$ cat src/rtl/fpu_pkg.sv
// rtl/fpu_pkg.sv - shared FPU op/unit encodings, tag width default and fixed unit latencies
package fpu_pkg;

    localparam int TAG_W_DEF = 5;

    // Fixed pipeline depths of the non-divider units; the divider depth is a top parameter.
    localparam logic [3:0] LAT_ABS = 4'd1;
    localparam logic [3:0] LAT_ADD = 4'd2;
    localparam logic [3:0] LAT_MUL = 4'd2;

    typedef enum logic [3:0] {
        FABS = 4'd0,
        FNEG = 4'd1,
        FADD = 4'd2,
        FSUB = 4'd3,
        FMUL = 4'd4,
        FDIV = 4'd5
    } op_e;

    typedef enum logic [1:0] {
        UNIT_ABS = 2'd0,
        UNIT_ADD = 2'd1,
        UNIT_MUL = 2'd2,
        UNIT_DIV = 2'd3
    } unit_e;

endpackage

$ cat src/rtl/fpu_wb_resv.sv
// rtl/fpu_wb_resv.sv - 8-slot writeback reservation shift register
// Ports: clk/rstn (sync active-low), clear (drop all reservations),
//        ins_valid/ins_idx/ins_unit/ins_tag (reserve slot ins_idx after this cycle's shift),
//        query_idx -> query_occ (slot occupied now; index 8 is never occupied),
//        head_valid/head_unit/head_tag (slot[0]), any_valid (some slot occupied).
module fpu_wb_resv
    import fpu_pkg::*;
#(
    parameter int TAG_W = TAG_W_DEF
) (
    input  logic             clk,
    input  logic             rstn,
    input  logic             clear,
    input  logic             ins_valid,
    input  logic [2:0]       ins_idx,
    input  unit_e            ins_unit,
    input  logic [TAG_W-1:0] ins_tag,
    input  logic [3:0]       query_idx,
    output logic             query_occ,
    output logic             head_valid,
    output unit_e            head_unit,
    output logic [TAG_W-1:0] head_tag,
    output logic             any_valid
);

    logic [7:0]       vld;
    unit_e            unit_q [8];
    logic [TAG_W-1:0] tag_q  [8];

    always_ff @(posedge clk) begin
        if (!rstn || clear) begin
            vld <= '0;
            for (int i = 0; i < 8; i++) begin
                unit_q[i] <= UNIT_ABS;
                tag_q[i]  <= '0;
            end
        end else begin
            vld <= {1'b0, vld[7:1]};
            for (int i = 0; i < 7; i++) begin
                unit_q[i] <= unit_q[i+1];
                tag_q[i]  <= tag_q[i+1];
            end
            unit_q[7] <= UNIT_ABS;
            tag_q[7]  <= '0;
            // Later assignment overrides the shifted value for the reserved slot.
            if (ins_valid) begin
                vld[ins_idx]    <= 1'b1;
                unit_q[ins_idx] <= ins_unit;
                tag_q[ins_idx]  <= ins_tag;
            end
        end
    end

    // Querying slot[L] now is equivalent to checking slot[L-1] after the shift.
    assign query_occ  = !query_idx[3] && vld[query_idx[2:0]];
    assign head_valid = vld[0];
    assign head_unit  = unit_q[0];
    assign head_tag   = tag_q[0];
    assign any_valid  = |vld;

endmodule

$ cat src/rtl/fpu_issue_ctrl.sv
// rtl/fpu_issue_ctrl.sv - FPU issue control with fixed-latency writeback scheduling
// Ports: clk, rstn (sync active-low), req_valid/req_ready/req_op/req_tag (issue handshake),
//        flush (discard in-flight ops), iss_* (one-cycle unit start strobes),
//        wb_valid/wb_unit/wb_tag (due result), err_illegal (pulse after illegal accept), busy.
module fpu_issue_ctrl
    import fpu_pkg::*;
#(
    parameter int TAG_W   = TAG_W_DEF,
    parameter int LAT_DIV = 8
) (
    input  logic             clk,
    input  logic             rstn,
    input  logic             req_valid,
    output logic             req_ready,
    input  logic [3:0]       req_op,
    input  logic [TAG_W-1:0] req_tag,
    input  logic             flush,
    output logic             iss_abs,
    output logic             iss_neg,
    output logic             iss_add,
    output logic             iss_sub,
    output logic             iss_mul,
    output logic             iss_div,
    output logic             wb_valid,
    output logic [1:0]       wb_unit,
    output logic [TAG_W-1:0] wb_tag,
    output logic             err_illegal,
    output logic             busy
);

    logic [3:0] lat;
    unit_e      unit;
    logic       legal;
    logic       is_div;
    logic       slot_occ;
    logic       accept;
    logic       any_valid;
    logic [2:0] div_cnt;
    unit_e      head_unit;

    always_comb begin
        lat    = 4'd0;
        unit   = UNIT_ABS;
        legal  = 1'b1;
        is_div = 1'b0;
        case (req_op)
            FABS, FNEG: begin lat = LAT_ABS; unit = UNIT_ABS; end
            FADD, FSUB: begin lat = LAT_ADD; unit = UNIT_ADD; end
            FMUL:       begin lat = LAT_MUL; unit = UNIT_MUL; end
            FDIV:       begin lat = 4'(LAT_DIV); unit = UNIT_DIV; is_div = 1'b1; end
            default:    legal = 1'b0;
        endcase
    end

    // Illegal ops are always takeable; legal ops need their writeback slot free,
    // and a divide additionally needs the divider idle.
    assign req_ready = rstn && !flush &&
                       (!legal || (!slot_occ && (!is_div || div_cnt == 3'd0)));
    assign accept    = req_valid && req_ready;

    assign iss_abs = accept && (req_op == FABS || req_op == FNEG);
    assign iss_neg = accept && (req_op == FNEG);
    assign iss_add = accept && (req_op == FADD || req_op == FSUB);
    assign iss_sub = accept && (req_op == FSUB);
    assign iss_mul = accept && (req_op == FMUL);
    assign iss_div = accept && is_div;

    always_ff @(posedge clk) begin
        if (!rstn) begin
            div_cnt     <= 3'd0;
            err_illegal <= 1'b0;
        end else begin
            err_illegal <= accept && !legal;
            if (flush)
                div_cnt <= 3'd0;
            else if (accept && is_div)
                div_cnt <= 3'(LAT_DIV - 1);
            else if (div_cnt != 3'd0)
                div_cnt <= div_cnt - 3'd1;
        end
    end

    fpu_wb_resv #(.TAG_W(TAG_W)) u_resv (
        .clk        (clk),
        .rstn       (rstn),
        .clear      (flush),
        .ins_valid  (accept && legal),
        .ins_idx    (3'(lat - 4'd1)),
        .ins_unit   (unit),
        .ins_tag    (req_tag),
        .query_idx  (lat),
        .query_occ  (slot_occ),
        .head_valid (wb_valid),
        .head_unit  (head_unit),
        .head_tag   (wb_tag),
        .any_valid  (any_valid)
    );

    assign wb_unit = head_unit;
    assign busy    = any_valid || (div_cnt != 3'd0);

endmodule

$ cat config.mk
export PLATFORM = sky130hd
export DESIGN_NAME = fpu_issue_ctrl
export DESIGN_NICKNAME = d
export VERILOG_FILES = /design/src/rtl/fpu_pkg.sv /design/src/rtl/fpu_wb_resv.sv /design/src/rtl/fpu_issue_ctrl.sv
export SDC_FILE = /design/constraint.sdc
export NUM_CORES = 1
export LEC_CHECK = 0
export ABC_AREA = 1
export BUFFER_PORTS_ARGS = -buffer_cell sky130_fd_sc_hd__buf_2
export CAP_MARGIN = 5
export CORE_UTILIZATION = 60
export DETAILED_ROUTE_END_ITERATION = 16
export GPL_ROUTABILITY_DRIVEN = 0
export HOLD_SLACK_MARGIN = 0.02
export PLACE_DENSITY_LB_ADDON = 0.15
export SYNTH_ARGS = -nofsm -noshare
export SYNTH_HDL_FRONTEND = slang
export SYNTH_SLANG_ARGS = --single-unit
$ cat constraint.sdc
create_clock -name clk -period 4.7 [get_ports clk]
set_clock_uncertainty 0.2 [all_clocks]
set_input_delay 0.94 -clock clk [delete_from_list [all_inputs] [get_ports clk]]
set_output_delay 0.94 -clock clk [all_outputs]
set_load 0.01 [all_outputs]
# Yosys cells after proc, flatten, opt, wreduce, memory -nomap -nowiden
# Memories as Yosys holds them, arrays and structs flattened.
# Cells that the tools add are included.
# word_totals
regBits	12
inputBits	13
ramBits	56
n_memories	2
# op_classes
n_addsub	2
reduce_logical	37
n_mux	33
order_cmp	3
n_eq_ne	5
bitwise	19
# memory_table
name	words	word_bits	read_ports	rd_ports_with_merged_regs	wr	line	source
u_resv.tag_q	8	5	8	0	9	fpu_wb_resv.sv:28	logic [TAG_W-1:0] tag_q [8];
u_resv.unit_q	8	2	8	0	9	fpu_wb_resv.sv:27	unit_e unit_q [8];
# op_table
operator	n
two-way mux 5 bit	8
two-way mux 2 bit	8
OR 1 bit	16
logical AND 1 bit	14
one-hot mux 4 bit (3 select lines)	1
two-way mux 1 bit	10
== test 4 x 2 -> 1 bit (second input constant)	2
== test 4 x 3 -> 1 bit (second input constant)	2
less-than comparator 3 x 4 -> 1 bit (second input constant)	2
OR 7 x 8 -> 8 bit	1
OR reduction 2 bit	4
OR reduction 8 bit	1
two-way mux 7 bit	1
logical NOT 1 bit	6
logical OR 1 bit	6
two-way mux 3 bit	2
one-hot mux 2 bit (3 select lines)	1
OR reduction 6 bit	1
subtractor 3 x 1 -> 3 bit (second input constant)	2
== test 4 x 1 -> 1 bit (second input constant)	1
logical NOT 4 bit	1
binary-select mux 1 bit (select 3 bit)	1
demux 1 bit (select 3 bit)	1
greater-or-equal comparator 3 x 1 -> 1 bit (second input constant)	1
5 further kinds	6

# Logic depth before layout (Yosys ltp)
# Gate-level depths: netlist (run 1).
# logic_depth
word_depth	15
mapped_depth	13

# Hierarchy
# A second synthesis (run 1) with hierarchy kept.
# unflattened
hier_cells	444
hier_area_um2	3124.2
# by_module_without_submodules
module	cells_each	n_inst	seq_area_each_um2	area_each_um2
fpu_wb_resv	382	1	1281.2	2716.4
fpu_issue_ctrl	62	1	80.1	407.9

# Worst setup path before layout (run 1)
# No wires, ideal clock.
# synth_timing
path_type	input to output
startpoint	input req_op[3]
endpoint	output iss_neg
t_arrival_ps	2034
slack_ps	1526
stages	10
path_buffers	1
cell_sequence	nor2_2 nand2_1 inv_1 nor2_1 nand2_1 nand3_2 nand2_4 nand4_2 buf_2 nor2_1
# synth_between
elab_chain_cells	12
word_cells_on_any_way	25
cone_classes	eq/ne (5); mux (5); reduce/logical (15)
# synth_lines
item	line	source
from (decl)	fpu_issue_ctrl.sv:15	input logic [3:0] req_op,
== test 4 x 2 -> 1 bit, or another cell as far along	fpu_issue_ctrl.sv:46	case (req_op)
OR reduction 3 bit (no source line) or OR reduction 2 bit (tied branches)	--	
one-hot mux 4 bit (3 select lines)	fpu_issue_ctrl.sv:46	
binary-select mux 1 bit (select 3 bit)	fpu_wb_resv.sv:55	assign query_occ = !query_idx[3] && vld[query_idx[2:0]];
two-way mux 1 bit (implied by the code)	fpu_wb_resv.sv:55	
logical AND 1 bit	fpu_wb_resv.sv:55	
logical NOT 1 bit	fpu_issue_ctrl.sv:58	(!legal || (!slot_occ && (!is_div || div_cnt == 3'd0)));
logical AND 1 bit	fpu_issue_ctrl.sv:58	
logical OR 1 bit	fpu_issue_ctrl.sv:58	
logical AND 1 bit	fpu_issue_ctrl.sv:57	assign req_ready = rstn && !flush &&
logical AND 1 bit	fpu_issue_ctrl.sv:59	assign accept = req_valid && req_ready;
logical AND 1 bit *	fpu_issue_ctrl.sv:62	assign iss_neg = accept && (req_op == FNEG);
to (decl)	fpu_issue_ctrl.sv:19	output logic iss_neg,
# Mark *: on every way between the ends. The rest lies on a longest branch, timed or not. The select of a mux whose other input is x is not followed.

# Worst setup path in the final report (run 1)
# Ends and elaborated chain as after synthesis.

==> results.yml, run 1 <==
layout:
  diodes: 0
  utilization_pct: 74.2
  final_layout_size_suffix_gt1_share_pct: 17.0
  fin_nets: 402
  fill_cells: 335
  syn_to_final_growth_pct: 15.0
floorplanning:
  core_area_sq_um: 4120
  die_width_um: 68.5
  io_pins: 30
  initial_core_util_pct: 64.5
  die-area_sq_um: 4690
  fp.dieH_um: 68.5
  num_rows: 23
clock_network:
  cts_root_buf: "clkbuf_8"
  holdBufCountCts: 0
  htreeDepth: 3
  path_clk_slew_ns: 0.07
  clk_latency_ns: 0.33
  post_cts_buffers: 0
  clock_tree.buffer_depth: 2
  cts_tree: "built"
  numCtsBuffers: 9
  cts.sinks: 68
  cts_resized: 0
global_routing:
  grt_use_total_pct: 26.0
  grt_pass1_vias: 1905
  grt_overflow: 0
  grt_pass1_wl_mm: 8.67
  antenna_found_initial: 0
  grt_max_degree: 41
critical_path:
  crit_buf_inv: 3
  path_class: "primary input to output port"
  cp-end-kind: "output port"
  slowest_stage: "nand4_2"
  crit_family: "simple AND/OR/NAND/NOR gates"
  critical_path_arrival_ns: 2.46
  slowest_delay_ns: 0.34
  critical_path.max_fanout: 14
  worstPathRequired_ns: 3.56
  path_cells: "buf_2 > nor2_2 > nand2_1 > inv_1 > nor2_1 > nand2_1 > nand3_2 > nand2_4 > nand4_2 > nor2_1 > buf_2"
  r2r_start: "div_cnt[0]$_SDFFE_PP0P_"
  startpoint: "req_op[3]"
  start_kind: "primary input"
logic_synthesis:
  synthMuxAreaShare_pct: 0
  synth_edf_count: 0
  ys.flop_type: "dfxtp_1"
  yosys.area_share.simple_pct: 31.5
  synth_xor_area_share_pct: 0.330
  synth-compound-area-share_pct: 4.62
  yosys_warnings: 0
  yosysMostFrequentCell: "nand2_1"
  syn_area_sq_um: 2660
  synth_top_family_by_area: "simple AND/OR/NAND/NOR gates"
  yosysUniqueCellTypes: 25
  synth_area_leaders: "dfxtp_1 51%, nand2_1 12%, inv_1 8.8%"
  synthesis.nets: 367
  synthAdderAreaFrac_pct: 2.36
  ys_top_cells_by_count: "86 x nand2_1, 68 x dfxtp_1, 62 x inv_1"
  syn_avg_cell_area_sq_um: 7.61
  synth_top_area_share_pct: 51.3
  seq_area_frac_synth_pct: 51.3
  yosys_register_bits: 68
  synthCells: 349
  async_reset_ff_share_pct: 0
  yosys.area.top_type: "dfxtp_1"
power:
  p_sw_mw: 0.256
  pwr-share-seq_pct: 51.4
  power_frac_comb_pct: 6.0
  switching_share_pct: 22.7
  leakage_nw: 1.45
  internal-power_mw: 0.875
  p_per_area_nw_per_um2: 370
  clkPwrFrac_pct: 42.6
  peakVddDrop_mv: 0.230
timing:
  fin_crit_sh_pct: 76.6
  slew_headroom_pct: 55.0
  finalHoldViolCount: 0
  grt_setup_unrepaired: "false"
  fmax_mhz: 278
  setup_violations: 0
  setup_tns_ns: 0
  period_minus_slack_ns: 3.60
  worst-slew-pin-transition_ns: 0.672
  drv_slew: 0
place:
  numPortBuffers: 29
  dp_hpwl_mm: 3.46
routing:
  via_per_inst: 4.81
  drc: 0
  wl_per_cell_um: 11.9
  wirelength_mm: 5.22
  drt-initial-drc-count: 176
  drtAntennaViolNets: 0
  dr.pass1.iters: 4
  vias: 2111
status:
  outcome: "complete, no violations"
run:
  drv_cap: 0
min_path:
  min-delay-start: "u_resv.tag_q[3][2]$_DFF_P_"
  hp-class: "flip-flop to flip-flop"
worst min-delay path, stage by stage, from the launching register on:
cell,delay [ns]
dfxtp_1,0.30
inv_1,0.04
nor2_1,0.03
layout make-up:
| type | count | area [sq um] | area share (%) |
|---|---|---|---|
| inverter | 63 | 236 | 7.74 |
| timing repair buffer | 31 | 160 | 5.24 |
| multi-input combinational | 211 | 1030 | 33.7 |
| tap | 50 | 62.6 | 2.05 |
| sequential | 68 | 1360 | 44.6 |
| clock inverter | 3 | 45.0 | 1.47 |
| clock buffer | 13 | 159 | 5.20 |
per-stage QoR:
stage               setup WS (ns)  instances  power (mW)  hold WS, ns  cell area [sq um]
floorplan                    1.53        349       0.639        0.194               2660
global placement             1.20        423       0.660        0.195               2850
detailed placement           1.12        423       0.662        0.200               2850
CTS                          1.11        439        1.14        0.209               3050
global route                0.954        439        1.17        0.228               3050
finish                       1.10        439        1.13        0.207               3050
placed cells by master, fill, tap and decap left out, drive strengths merged, types with 2 or more instances in the layout:
cell,instances
buf,31
clkinvlp,2
ha,5
nor2,69
dfxtp,68
clkbuf,13
o21ai,10
inv,63
a21oi,4
nand3,16
nand4,2
nand2,94
nor4,2
o21bai,5
state kept, by name, summed over array words and instances, names as in the netlist:
register       cells
div_cnt            3
u_resv.tag_q      40
u_resv.unit_q     16
u_resv.vld         8
err_illegal        1
final timing paths:
path                                 to  slack, ns  cells after the start
max                             iss_neg       1.10                     11
min          u_resv.tag_q[2][2]$_DFF_P_       0.21                      2
max reg2reg    u_resv.vld[6]$_SDFF_PP0_       2.35                     10
min reg2reg  u_resv.tag_q[2][2]$_DFF_P_       0.21                      2
cell families (layout without fill, tap and decap cells):
kind of cell    after synthesis  in the layout
flops                        68             68
compound gates               21             21
simple gates                184            184
buf+inv                      70            110
fa+ha+maj                     5              5
xor+xnor                      1              1
layer usage:
layer	wire length [um]	vias to the layer above	global-route usage, %
li1	-	1105	-
met5	0	-	0
met1	2330	944	30.6
met2	2570	54	45.0
met4	64	0	12.5
met3	258	8	4.93
power by group through the flow:
stage | Combinational (mW) | Clock, mW | Sequential [mW]
after detailed placement | 0.0675 | 0 | 0.594
after global placement | 0.0658 | 0 | 0.594
after floorplan | 0.0442 | 0 | 0.595
after CTS | 0.0687 | 0.488 | 0.581
final | 0.0684 | 0.481 | 0.581
after global routing | 0.0770 | 0.510 | 0.582
No activity file was read; power rests on OpenSTA's default activity.
==> inputs of run 2 (changes only) <==
- CORE_UTILIZATION: 60 -> 57
- clock period: 4.7 -> 3.6 ns (I/O delays scaled with it)
==> run 2 against run 1 <==
  * Total power increased by 25%
  * Cell area is 0.53% lower
  * Combinational power rose by 30%
  * Count of clock-buffer cells in the layout decreased by 2
  * First-iteration DRC count fell by 14%
  * Via count is essentially flat
  * Critical path type unchanged
  * Critical endpoint is now iss_abs
  * Largest cell class unchanged
==> results.yml, run 2 (synthesis gave the netlist of run 1 again) <==
layout:
  diodes: 0
  instances_no_fill: 442
  fill_cells: 372
  layout_commonest_cell: "nand2_1"
  final_layout_size_suffix_gt1_share_pct: 17.4
  regMostFlops: "u_resv.tag_q"
  reg_top3: "u_resv.tag_q: 40 flops, u_resv.unit_q: 16 flops, u_resv.vld: 8 flops"
  largest_register_ffs: 40
  fin_nets: 403
  syn_to_final_growth_pct: 14.4
  final_cell_mix: "86 x nand2_1, 68 x dfxtp_1, 62 x inv_1"
timing:
  fmax_mhz: 327
  finalHoldViolCount: 0
  fin_crit_sh_pct: 84.9
  slew_headroom_pct: 71.9
  worst-slew-pin-transition_ns: 0.421
  setup_violations: 0
  fin_ws_ns: 0.543
  grt_setup_unrepaired: "false"
  period_minus_slack_ns: 3.06
  setup_tns_ns: 0
  drv_slew: 0
power:
  p_per_area_nw_per_um2: 464
  leakage_nw: 1.44
  peakVddDrop_mv: 0.294
  p_total_mw: 1.41
place:
  dp_cells: 426
  place_worst_setup_slack_ns: 0.565
  dp_hpwl_mm: 3.35
  numPortBuffers: 29
routing:
  drt-initial-drc-count: 152
  vias: 2110
  wirelength_mm: 5.18
  via_per_inst: 4.77
  dr.pass1.iters: 4
  drc: 0
  drtAntennaViolNets: 0
  wl_per_cell_um: 11.7
clock_network:
  cts_root_buf: "clkbuf_8"
  htreeDepth: 3
  cts_tree: "built"
  numCtsBuffers: 9
  holdBufCountCts: 0
  post_cts_buffers: 0
  clk_latency_ns: 0.35
  path_clk_slew_ns: 0.07
  cts.sinks: 68
  clock_tree.buffer_depth: 2
  cts_resized: 0
floorplanning:
  fp.dieH_um: 70.3
  io_pins: 30
  core_area_sq_um: 4410
  initial_core_util_pct: 60.1
  die-area_sq_um: 4940
  die_width_um: 70.3
  num_rows: 24
global_routing:
  grt_use_total_pct: 23.5
  grt_overflow: 0
  grt.busiest_layer: "met2"
  grt_max_degree: 41
  antenna_found_initial: 0
  grt_pass1_wl_mm: 8.72
  use_met3_pct: 4.47
  grt_pass1_vias: 1950
  met1_usage_pct: 27.8
  grt_util_met2_pct: 38.9
min_path:
  hp-class: "flip-flop to flip-flop"
critical_path:
  cp-end-kind: "output port"
  start_kind: "primary input"
  path_class: "primary input to output port"
  critical_path_arrival_ns: 2.14
  worstPathRequired_ns: 2.68
  critical_path.max_fanout: 7
  reg2reg_setup_slack_ns: 1.39
status:
  outcome: "complete, no violations"
run:
  drv_cap: 0
==> run 2: cell types whose count changed in the layout (fill, tap and decap cells not counted), sizes merged <==
cell,before,now
bufinv,1,0
clkbuf,13,11
clkinv,0,1
clkinvlp,2,3
buf,31,32
inv,63,64
==> run 2: per-layer routing <==
layer | wire length, um | part of all wire, % | vias up
met2 | 2460 | 47 | 52
met4 | 156 | 3.0 | 0
met5 | 0 | 0 | -
met3 | 254 | 4.9 | 13
met1 | 2310 | 45 | 937
li1 | - | - | 1108
==> run 2: worst paths after layout <==
| check | cells after the start | start | to |
|---|---|---|---|
| worst max-delay path | 11 | req_op[3] | iss_abs |
| worst max register to register | 10 | div_cnt[0]$_SDFFE_PP0P_ | u_resv.tag_q[6][0]$_DFF_P_ |
| worst min-delay path | 2 | u_resv.unit_q[3][1]$_DFF_P_ | u_resv.unit_q[2][1]$_DFF_P_ |
| worst min register to register | 2 | u_resv.unit_q[3][1]$_DFF_P_ | u_resv.unit_q[2][1]$_DFF_P_ |
==> run 2: layout make-up <==
cell class | count | area, sq um | share of cell area [%]
multi-input combinational | 211 | 1030 | 33.9
inverter | 63 | 236 | 7.78
timing repair buffer | 32 | 168 | 5.52
clock buffer | 11 | 141 | 4.65
sequential | 68 | 1360 | 44.8
tap | 52 | 65.1 | 2.14
clock inverter | 5 | 36.3 | 1.19
==> run 2: metrics by stage <==
| stage | hold WS [ns] | utilization [%] | cell area (sq um) |
|---|---|---|---|
| finish | 0.208 | 68.8 | 3040 |
| global route | 0.219 | 68.8 | 3040 |
| CTS | 0.209 | 68.8 | 3040 |
| detailed placement | 0.197 | 64.8 | 2860 |
| global placement | 0.194 | 64.8 | 2860 |
| floorplan | 0.194 | - | 2660 |
==> run 2: worst max-delay path, stage by stage <==
cell,delay (ns)
buf_2,0.12
nor2_2,0.16
nand2_2,0.14
nand2_1,0.09
nand2_1,0.05
nand2_1,0.07
nand3_2,0.09
nand2_4,0.10
nand3_1,0.20
nor2_4,0.23
buf_2,0.16
==> run 2: where the power goes <==
part	total, mW	switching (mW)	internal [mW]
Combinational	0.0890	0.0621	0.0269
Clock	0.562	0.292	0.270
Sequential	0.759	0.00191	0.757
Total	1.41	0.356	1.05
